### src/rtl/pipeline_ctrl_pkg.sv
// Shared types and constants for the pipeline stall/flush sequencer.
package pipeline_ctrl_pkg;

  localparam int unsigned STATE_W     = 2;
  localparam logic [7:0]  BUBBLE_CTRL = 8'h00;

  typedef enum logic [STATE_W-1:0] {
    RUN      = 2'd0,
    MEM_WAIT = 2'd1,
    ERROR    = 2'd2
  } ctrl_state_t;

  // Enable/flush bundle driven to the pipeline registers and PC.
  typedef struct packed {
    logic pc_en;
    logic if_id_en;
    logic id_ex_en;
    logic ex_mem_en;
    logic mem_wb_en;
    logic if_id_flush;
    logic id_ex_flush;
    logic mem_wb_flush;
  } ctrl_out_t;

endpackage

### src/rtl/pipeline_ctrl_hazard_detect.sv
// Load-use hazard detection between the ID-stage reader and the EX-stage load.
module pipeline_ctrl_hazard_detect #(
  parameter int unsigned REG_ADDR_W = 5
) (
  input  logic [REG_ADDR_W-1:0] rs1,
  input  logic [REG_ADDR_W-1:0] rs2,
  input  logic                  uses_rs1,
  input  logic                  uses_rs2,
  input  logic [REG_ADDR_W-1:0] ex_rd,
  input  logic                  ex_is_load,
  output logic                  lu_hazard_c
);

  // x0 is never a real dependency.
  assign lu_hazard_c = ex_is_load && (ex_rd != '0) &&
                       ((uses_rs1 && (rs1 == ex_rd)) || (uses_rs2 && (rs2 == ex_rd)));

endmodule

### src/rtl/pipeline_ctrl.sv
// Stall/flush sequencer for the 5-stage RV32 pipeline with memory-wait watchdog.
// Optional performance counters enabled by defining PIPELINE_CTRL_PERF_EN.
module pipeline_ctrl
  import pipeline_ctrl_pkg::*;
#(
  parameter int unsigned REG_ADDR_W  = 5,
  parameter int unsigned MEM_TIMEOUT = 15
) (
  input  logic                  clk,
  input  logic                  reset,
  input  logic [REG_ADDR_W-1:0] id_rs1_i,
  input  logic [REG_ADDR_W-1:0] id_rs2_i,
  input  logic                  id_uses_rs1_i,
  input  logic                  id_uses_rs2_i,
  input  logic [REG_ADDR_W-1:0] ex_rd_i,
  input  logic                  ex_is_load_i,
  input  logic                  branch_taken_i,
  input  logic                  dmem_req_i,
  input  logic                  dmem_ack_i,
  output logic                  pc_en_o,
  output logic                  if_id_en_o,
  output logic                  id_ex_en_o,
  output logic                  ex_mem_en_o,
  output logic                  mem_wb_en_o,
  output logic                  if_id_flush_o,
  output logic                  id_ex_flush_o,
  output logic                  mem_wb_flush_o,
  output logic                  mem_timeout_o,
  output logic [STATE_W-1:0]    state_o
`ifdef PIPELINE_CTRL_PERF_EN
  ,
  output logic [31:0]           stall_cycles_o,
  output logic [31:0]           flush_events_o
`endif
);

  localparam int unsigned CNT_W = $clog2(MEM_TIMEOUT + 1);
  localparam logic [CNT_W-1:0] CNT_MAX = CNT_W'(MEM_TIMEOUT);

  ctrl_state_t      state_q, state_d;
  logic [CNT_W-1:0] cnt_q, cnt_d;
  ctrl_out_t        ctrl, issue_ctrl, stall_ctrl;
  logic             lu_hazard;
  logic             mem_stall;
  logic             mem_done;

  pipeline_ctrl_hazard_detect #(.REG_ADDR_W(REG_ADDR_W)) u_hazard_detect (
    .rs1         (id_rs1_i),
    .rs2         (id_rs2_i),
    .uses_rs1    (id_uses_rs1_i),
    .uses_rs2    (id_uses_rs2_i),
    .ex_rd       (ex_rd_i),
    .ex_is_load  (ex_is_load_i),
    .lu_hazard_c (lu_hazard)
  );

  assign mem_stall = dmem_req_i && !dmem_ack_i;
  assign mem_done  = dmem_req_i && dmem_ack_i;

  // Control when memory is not holding the pipe: branch beats load-use.
  always_comb begin
    issue_ctrl           = ctrl_out_t'(BUBBLE_CTRL);
    issue_ctrl.pc_en     = 1'b1;
    issue_ctrl.if_id_en  = 1'b1;
    issue_ctrl.id_ex_en  = 1'b1;
    issue_ctrl.ex_mem_en = 1'b1;
    issue_ctrl.mem_wb_en = 1'b1;
    if (branch_taken_i) begin
      issue_ctrl.if_id_flush = 1'b1;
      issue_ctrl.id_ex_flush = 1'b1;
    end else if (lu_hazard) begin
      issue_ctrl.pc_en       = 1'b0;
      issue_ctrl.if_id_en    = 1'b0;
      issue_ctrl.id_ex_flush = 1'b1;
    end
  end

  // Freeze everything upstream of MEM and feed bubbles into WB.
  always_comb begin
    stall_ctrl              = ctrl_out_t'(BUBBLE_CTRL);
    stall_ctrl.mem_wb_en    = 1'b1;
    stall_ctrl.mem_wb_flush = 1'b1;
  end

  always_comb begin
    state_d = state_q;
    cnt_d   = cnt_q;
    ctrl    = ctrl_out_t'(BUBBLE_CTRL);
    unique case (state_q)
      RUN: begin
        if (mem_stall) begin
          ctrl    = stall_ctrl;
          state_d = MEM_WAIT;
          cnt_d   = CNT_W'(1);
        end else begin
          ctrl = issue_ctrl;
        end
      end
      MEM_WAIT: begin
        if (mem_done) begin
          ctrl    = issue_ctrl;
          state_d = RUN;
          cnt_d   = '0;
        end else begin
          ctrl = stall_ctrl;
          if (cnt_q == CNT_MAX) begin
            state_d = ERROR;
          end else begin
            cnt_d = cnt_q + CNT_W'(1);
          end
        end
      end
      ERROR: begin
        ctrl = ctrl_out_t'(BUBBLE_CTRL);
      end
      default: begin
        ctrl    = ctrl_out_t'(BUBBLE_CTRL);
        state_d = RUN;
        cnt_d   = '0;
      end
    endcase
  end

  always_ff @(posedge clk or negedge reset) begin
    if (!reset) begin
      state_q <= RUN;
      cnt_q   <= '0;
    end else begin
      state_q <= state_d;
      cnt_q   <= cnt_d;
    end
  end

  assign pc_en_o        = ctrl.pc_en;
  assign if_id_en_o     = ctrl.if_id_en;
  assign id_ex_en_o     = ctrl.id_ex_en;
  assign ex_mem_en_o    = ctrl.ex_mem_en;
  assign mem_wb_en_o    = ctrl.mem_wb_en;
  assign if_id_flush_o  = ctrl.if_id_flush;
  assign id_ex_flush_o  = ctrl.id_ex_flush;
  assign mem_wb_flush_o = ctrl.mem_wb_flush;
  assign mem_timeout_o  = (state_q == ERROR);
  assign state_o        = state_q;

`ifdef PIPELINE_CTRL_PERF_EN
  // Free-running event counters; wrap naturally at 2^32.
  always_ff @(posedge clk or negedge reset) begin
    if (!reset) begin
      stall_cycles_o <= '0;
      flush_events_o <= '0;
    end else begin
      if (!ctrl.pc_en && (state_q != ERROR)) begin
        stall_cycles_o <= stall_cycles_o + 32'd1;
      end
      if (ctrl.if_id_flush) begin
        flush_events_o <= flush_events_o + 32'd1;
      end
    end
  end
`endif

endmodule

### config.mk
export PLATFORM = sky130hd
export DESIGN_NAME = pipeline_ctrl
export DESIGN_NICKNAME = d
export VERILOG_FILES = /design/src/rtl/pipeline_ctrl_pkg.sv /design/src/rtl/pipeline_ctrl_hazard_detect.sv /design/src/rtl/pipeline_ctrl.sv
export SDC_FILE = /design/constraint.sdc
export NUM_CORES = 1
export LEC_CHECK = 0
export CAP_MARGIN = 15
export CORE_ASPECT_RATIO = 1.2
export CORE_MARGIN = 8
export CORE_UTILIZATION = 30
export DETAILED_ROUTE_END_ITERATION = 8
export HOLD_SLACK_MARGIN = 0.12
export PLACE_DENSITY = 0.67
export SLEW_MARGIN = 20
export SYNTH_ARGS = -nofsm -noshare
export SYNTH_HDL_FRONTEND = slang
export SYNTH_HIERARCHICAL = 1
export SYNTH_SLANG_ARGS = --single-unit
### constraint.sdc
create_clock -name clk -period 2.3 [get_ports clk]
set_input_delay 0.46 -clock clk [delete_from_list [all_inputs] [get_ports clk]]
set_output_delay 0.46 -clock clk [all_outputs]
set_load 0.02 [all_outputs]
==> results of run 1 <==
==> cells in the mapped netlist (all sizes together) <==
library cell,number
xor2,8
dfrtp,6
inv,6
nand3,5
a21oi,3
buf,3
a21boi,2
a22oi,2
and2,2
nor4,2
o21ai,2
or2,2
xnor2,2
a311o,1
a31o,1
and2b,1
and3,1
ha,1
mux2i,1
nand2,1
nand2b,1
nor2,1
nor2b,1
nor3b,1
nor4b,1
o21a,1
o21bai,1
o2bb2ai,1
o311ai,1
o31ai,1
o32ai,1
or4,1
==> metrics by stage <==
stage | std cells | setup TNS [ps] | setup WS (ps)
after detailed placement | 121 | -2830 | -641
after global placement | 121 | -2770 | -631
after global routing | 124 | -9.67 | -9.67
final | 124 | 0 | 97.8
after floorplan | 64 | 0 | 90.1
after CTS | 124 | -23.1 | -23.1
==> worst max path at each step <==
stage / depth (start not counted) / end / start
global placement: 7 / id_ex_flush_o / ex_rd_i[0]
finish: 6 / if_id_flush_o / dmem_req_i
global route: 7 / id_ex_flush_o / id_rs1_i[1]
floorplan: 5 / pc_en_o / ex_rd_i[1]
detailed placement: 7 / id_ex_flush_o / ex_rd_i[0]
CTS: 7 / id_ex_flush_o / id_rs2_i[1]
==> where the power goes <==
group	internal [mW]	switching, mW
logic	0.104	0.0905
registers	0.128	0.0199
clock network	0.0591	0.0390
==> cell families (layout without fill, tap and decap cells) <==
group | after synthesis | after routing | share of synthesized area, %
AOI/OAI and AO/OA | 17 | 17 | 23.1
xor gates and xnor gates | 10 | 10 | 15.4
adders and majority gates | 1 | 1 | 2.20
buffers and inverters | 9 | 50 | 7.49
DFF | 6 | 6 | 26.4
muxes | 1 | 1 | 1.76
and+or+nand+nor | 20 | 20 | 23.6
==> routing by layer <==
| metal | vias to the layer above | wire (um) | part of all wire [%] |
|---|---|---|---|
| met1 | 289 | 807 | 46 |
| met5 | - | 0 | 0 |
| met3 | 2 | 188 | 11 |
| met4 | 0 | 22 | 1.3 |
| met2 | 33 | 730 | 42 |
| li1 | 312 | - | - |
==> state kept, by name, summed over array words and instances (netlist names) <==
name,flops
cnt_q,4
state_o,2
==> timing repair <==
item	4_1_cts	5_1_grt
setup endpoints to repair	7	5
pin swaps	5	8
hold endpoints to repair	0	0
resized for setup	32	21
==> cell type report <==
type                       count  area [um^2]
timing repair buffer          41          374
multi-input combinational     49          390
tap                           19         23.8
fill                         178          825
sequential                     6          150
inverter                       6         22.5
clock buffer                   3         22.5
==> flow_summary.ini, run 1 <==
[route]
via_per_inst = 5.13
wl_um = 1750
drc = 0
wire_per_inst_um = 14.1
route.antenna.remaining_nets = 0
drt_initial_violations = 8
vias = 636
drt_first_pass_iters = 3

[finish]
final_cell_mix = sky130_fd_sc_hd__clkdlybuf4s50_1, sky130_fd_sc_hd__buf_4, sky130_fd_sc_hd__xor2_1
nets = 131
areaGrowthSynthToFinish_pct = 73.1
finish.utilization_pct = 54.4
antenna_cells = 0
layout_commonest_cell = sky130_fd_sc_hd__clkdlybuf4s50_1
design_area_um2 = 983
layout-drive-gt1-share_pct = 28.6

[die]
fp.dieArea_um2 = 3550
io-pin-count = 34
floorplan.initialDensity_pct = 31.4
dieWidth_um = 55.7
core_region_area_um2 = 1810
die-height_um = 63.7
placement_rows = 17

[hold_path]
hold_class = input port to asynchronous set/reset pin

[worst_setup_path]
rr_endpoint = cnt_q[1]
cp_top_family = buffers and inverters
reg2reg_depth = 4
critical_path_arrival_ps = 1740
crit_required_ps = 1840
worstSetupStartpointType = input port
r2r_setup_slk_ps = 960
critical_path.n_buffers_inverters = 3
path_cells = clkdlybuf4s50_1 -> or2_1 -> a21oi_2 -> buf_4 -> and2_1 -> buf_2
crit-reg2reg-launch = cnt_q[0]
worstSetupEndpointType = output port
worstPathMaxFanout = 3
crit_slowest_cell = sky130_fd_sc_hd__clkdlybuf4s50_1
crit_type = input port to output port
critPathMaxStageDelay_ps = 450

[global_routing]
grt_busiest_layer = met2
grt.met1_usage_pct = 13.8
leftover_overflow_at_the_end_of_global_routing = 0
grt.total_usage_pct = 10.7
globalRouteMet3Util_pct = 4.41
vias_in_the_first_global_route = 653
grt_pass1_wl_um = 3180
pin_count_of_the_biggest_net_entering_global_routing = 13
grt_antenna_before_repair = 0
met2_usage_pct = 15.0

[power_and_ir_drop]
power.ir.vdd_worst_mv = 0.309
power.static_leakage_nw = 0.490
power-per-cell-area_nw_per_um2 = 448
totalPowerFinal_mw = 0.440

[clock_tree]
worst_skew_pair.late_latency_ps = 250
htreeDepth = 1
tritoncts.num_buffers = 3
clk_pin_slew_ps = 40
clockRootBuffer = sky130_fd_sc_hd__clkbuf_4
clock_tree_from_tritoncts = yes
number_of_buffers_inserted_for_hold_repair_after_clock_tree_synthesis = 0
cts_max_path_buffers = 2
postCtsSetupRepairBufs = 0
clock-sinks = 6

[synth]
area_share_of_the_leading_cell_type_in_the_synthesized_netlist_pct = 26.4
synth_top_cell_by_area = sky130_fd_sc_hd__dfrtp_1
netlist_top_cells_area = sky130_fd_sc_hd__dfrtp_1, sky130_fd_sc_hd__xor2_1, sky130_fd_sc_hd__nand3_1
synth.yosys.seq_area_share_pct = 26.4
yosys_warnings = 6
post_synth_num_cell_types = 38
synth_area_per_cell_um2 = 8.88
synth_cells = 64
synth-seq-cells = 6
mappedNetlistNets = 88
syn-cell-area_um2 = 568

[sta]
worst_pin_slew_ps = 293
setup_viol = 0
finClkSkew_ps = 2.13
timing.fmax_mhz = 454
rsz0062_at_grt = true
period_minus_ws_final_ps = 2200
final_max_slew_viol_count = 0
timing.hold.ws_ps = 453
timing_hold_violations_final = 0
final_critical_path_share_of_the_clock_period_pct = 95.7
slew_headroom_pct = 80.5

[place]
numPortBuffers = 33
place.gp.congestion = 0.795
dp.final_hpwl_um = 1440
post_dp_cell_area_um2 = 962

[flow_run]
drv.max_cap_violation_count = 0

[status]
result_of_the_run = complete, no violations
No activity file was read; power rests on OpenSTA's default activity.
==> inputs of run 2 (changes only) <==
Settings changed: CTS_CLUSTER_DIAMETER from default to 120.
==> results of run 2 <==
No change in the layout: final DEF, timing and power equal those of run 1.
==> inputs of run 3 (changes only) <==
==> constraint.sdc (replaced) <==
create_clock -name clk -period 2.3 [get_ports clk]
set_input_delay 0.69 -clock clk [delete_from_list [all_inputs] [get_ports clk]]
set_output_delay 0.69 -clock clk [all_outputs]
set_load 0.02 [all_outputs]
==> flow_summary.ini, run 3 (synthesis gave the netlist of run 1 again) <==
[clock_tree]
clk_pin_slew_ps = 40
cts_max_path_buffers = 2
htreeDepth = 1
clock-sinks = 6
worst_skew_pair.late_latency_ps = 240
clock_tree_from_tritoncts = yes
tritoncts.num_buffers = 3
clockRootBuffer = sky130_fd_sc_hd__clkbuf_4
number_of_buffers_inserted_for_hold_repair_after_clock_tree_synthesis = 0

[route]
drt_first_pass_iters = 4
vias = 652
route.antenna.remaining_nets = 0
drc = 0
wl_um = 1850
drt_initial_violations = 20
wire_per_inst_um = 14.8
via_per_inst = 5.22

[worst_setup_path]
crit_type = input port to output port
critical_path_arrival_ps = 1930
worstPathMaxFanout = 3
critical_path.n_buffers_inverters = 3
worstSetupStartpointType = input port
critical-path-top-cell-by-count = sky130_fd_sc_hd__buf_6
crit_required_ps = 1610
path_cells = buf_8 -> buf_6 -> xor2_2 -> nor4_2 -> nand3_1 -> a21oi_2 -> o21a_2 -> buf_6
critPathMaxStageDelay_ps = 260
crit_slowest_cell = sky130_fd_sc_hd__nor4_2
worstSetupEndpointType = output port
cp_top_family = simple AND/OR/NAND/NOR gates

[finish]
n_fill_cell = 173
antenna_cells = 0
layout_commonest_cell = sky130_fd_sc_hd__clkdlybuf4s50_1
areaGrowthSynthToFinish_pct = 79.3
largest_register_ffs = 4
final_cell_mix = sky130_fd_sc_hd__clkdlybuf4s50_1, sky130_fd_sc_hd__buf_4, sky130_fd_sc_hd__buf_2
nets = 132
max_flop_register = cnt_q
design_area_um2 = 1020
layout-drive-gt1-share_pct = 41.5

[global_routing]
grt.total_usage_pct = 10.8
grt_pass1_wl_um = 3290
leftover_overflow_at_the_end_of_global_routing = 0
vias_in_the_first_global_route = 714
pin_count_of_the_biggest_net_entering_global_routing = 13
grt_antenna_before_repair = 0

[die]
dieWidth_um = 55.7
placement_rows = 17
fp.dieArea_um2 = 3550
die-height_um = 63.7
floorplan.initialDensity_pct = 31.4
io-pin-count = 34
core_region_area_um2 = 1810

[sta]
setup_viol = 3
final_critical_path_setup_slack_ps = -316
rsz0062_at_grt = true
final_critical_path_share_of_the_clock_period_pct = 114
finClkSkew_ps = 0.451
timing_hold_violations_final = 0
period_minus_ws_final_ps = 2620
timing.fmax_mhz = 382
worst_pin_slew_ps = 302
slew_headroom_pct = 79.6
final_max_slew_viol_count = 0

[place]
dp.final_hpwl_um = 1520
place.gp.congestion = 0.799
numPortBuffers = 33
post_dp_cell_area_um2 = 967

[power_and_ir_drop]
power_report.internal_total_mw = 0.296
power.ir.vdd_worst_mv = 0.388
seq_power_share_pct = 33.3
totalPowerFinal_mw = 0.443
power.clock.fraction_pct = 20.6
power.static_leakage_nw = 0.476
switching_share_pct = 33.2
total_switching_power_mw = 0.147
power_frac_comb_pct = 46.1
power-per-cell-area_nw_per_um2 = 435

[flow_run]
drv.max_cap_violation_count = 0

[status]
violations = setup timing
result_of_the_run = finished, violations left

[hold_path]
hold_class = register to register
## run 3: cell count changes in the layout (fill, tap and decap cells not counted), moves of 2 or more
cell / previous run / this run
sky130_fd_sc_hd__clkdlybuf4s15_1: 1 / 5
sky130_fd_sc_hd__clkdlybuf4s50_1: 13 / 10
sky130_fd_sc_hd__buf_2: 1 / 7
sky130_fd_sc_hd__clkbuf_2: 5 / 2
sky130_fd_sc_hd__dlygate4sd2_1: 4 / 1
sky130_fd_sc_hd__xor2_2: 0 / 2
sky130_fd_sc_hd__xor2_1: 8 / 6
sky130_fd_sc_hd__buf_6: 3 / 5
sky130_fd_sc_hd__dlymetal6s2s_1: 6 / 1
## run 3: through the flow
step           worst slack (ps)  utilization, %  hold WS (ps)  instances  TNS, ps
2_1_floorplan              -244               -           394         64     -311
3_3_place_gp              -1130            53.5           514        121    -5960
6_report                   -316            56.3           522        125     -840
3_5_place_dp              -1150            53.5           516        121    -5980
5_1_grt                    -417            56.3           546        125    -1130
4_1_cts                    -298            55.6           528        125     -817
## run 3: worst paths after layout
check	end	from	slack, ps	depth (start not counted)
max	id_ex_flush_o	ex_rd_i[1]	-320	8
min	cnt_q[1]	cnt_q[1]	520	1
max reg2reg	cnt_q[1]	cnt_q[0]	980	4
min reg2reg	cnt_q[1]	cnt_q[1]	520	1
max in group asynchronous	cnt_q[0]	reset	1380	1
min in group asynchronous	cnt_q[1]	reset	700	1
## run 3: area by class of cell
cell class                      count  area [um^2]  area share [%]
Multi-Input combinational cell     49          433            42.5
Timing Repair Buffer               42          367            36.0
Sequential cell                     6          150            14.7
Tap cell                           19         23.8            2.33
Clock buffer                        3         22.5            2.21
Inverter                            6         22.5            2.21
## run 3: per-layer routing
metal  up-vias  track usage [%]  wire (um)
li1        317                -          -
met5         -                0          0
met1       305             13.1        836
met3         0             4.61        191
met2        30             17.4        826
met4         0             1.85          0
## run 3: timing repair
action / CTS / global route
setup endpoints to repair: 7 / 7
gates cloned: 0 / 0
pin swaps: 13 / 9
gates resized for setup: 87 / 9
buffers inserted: 1 / 0
## run 3: power groups by stage
stage | clock network [mW] | registers, mW | logic [mW]
floorplan | 0 | 0.148 | 0.107
global placement | 0 | 0.149 | 0.199
detailed placement | 0 | 0.149 | 0.202
CTS | 0.0955 | 0.147 | 0.204
global route | 0.102 | 0.150 | 0.228
finish | 0.0914 | 0.148 | 0.204
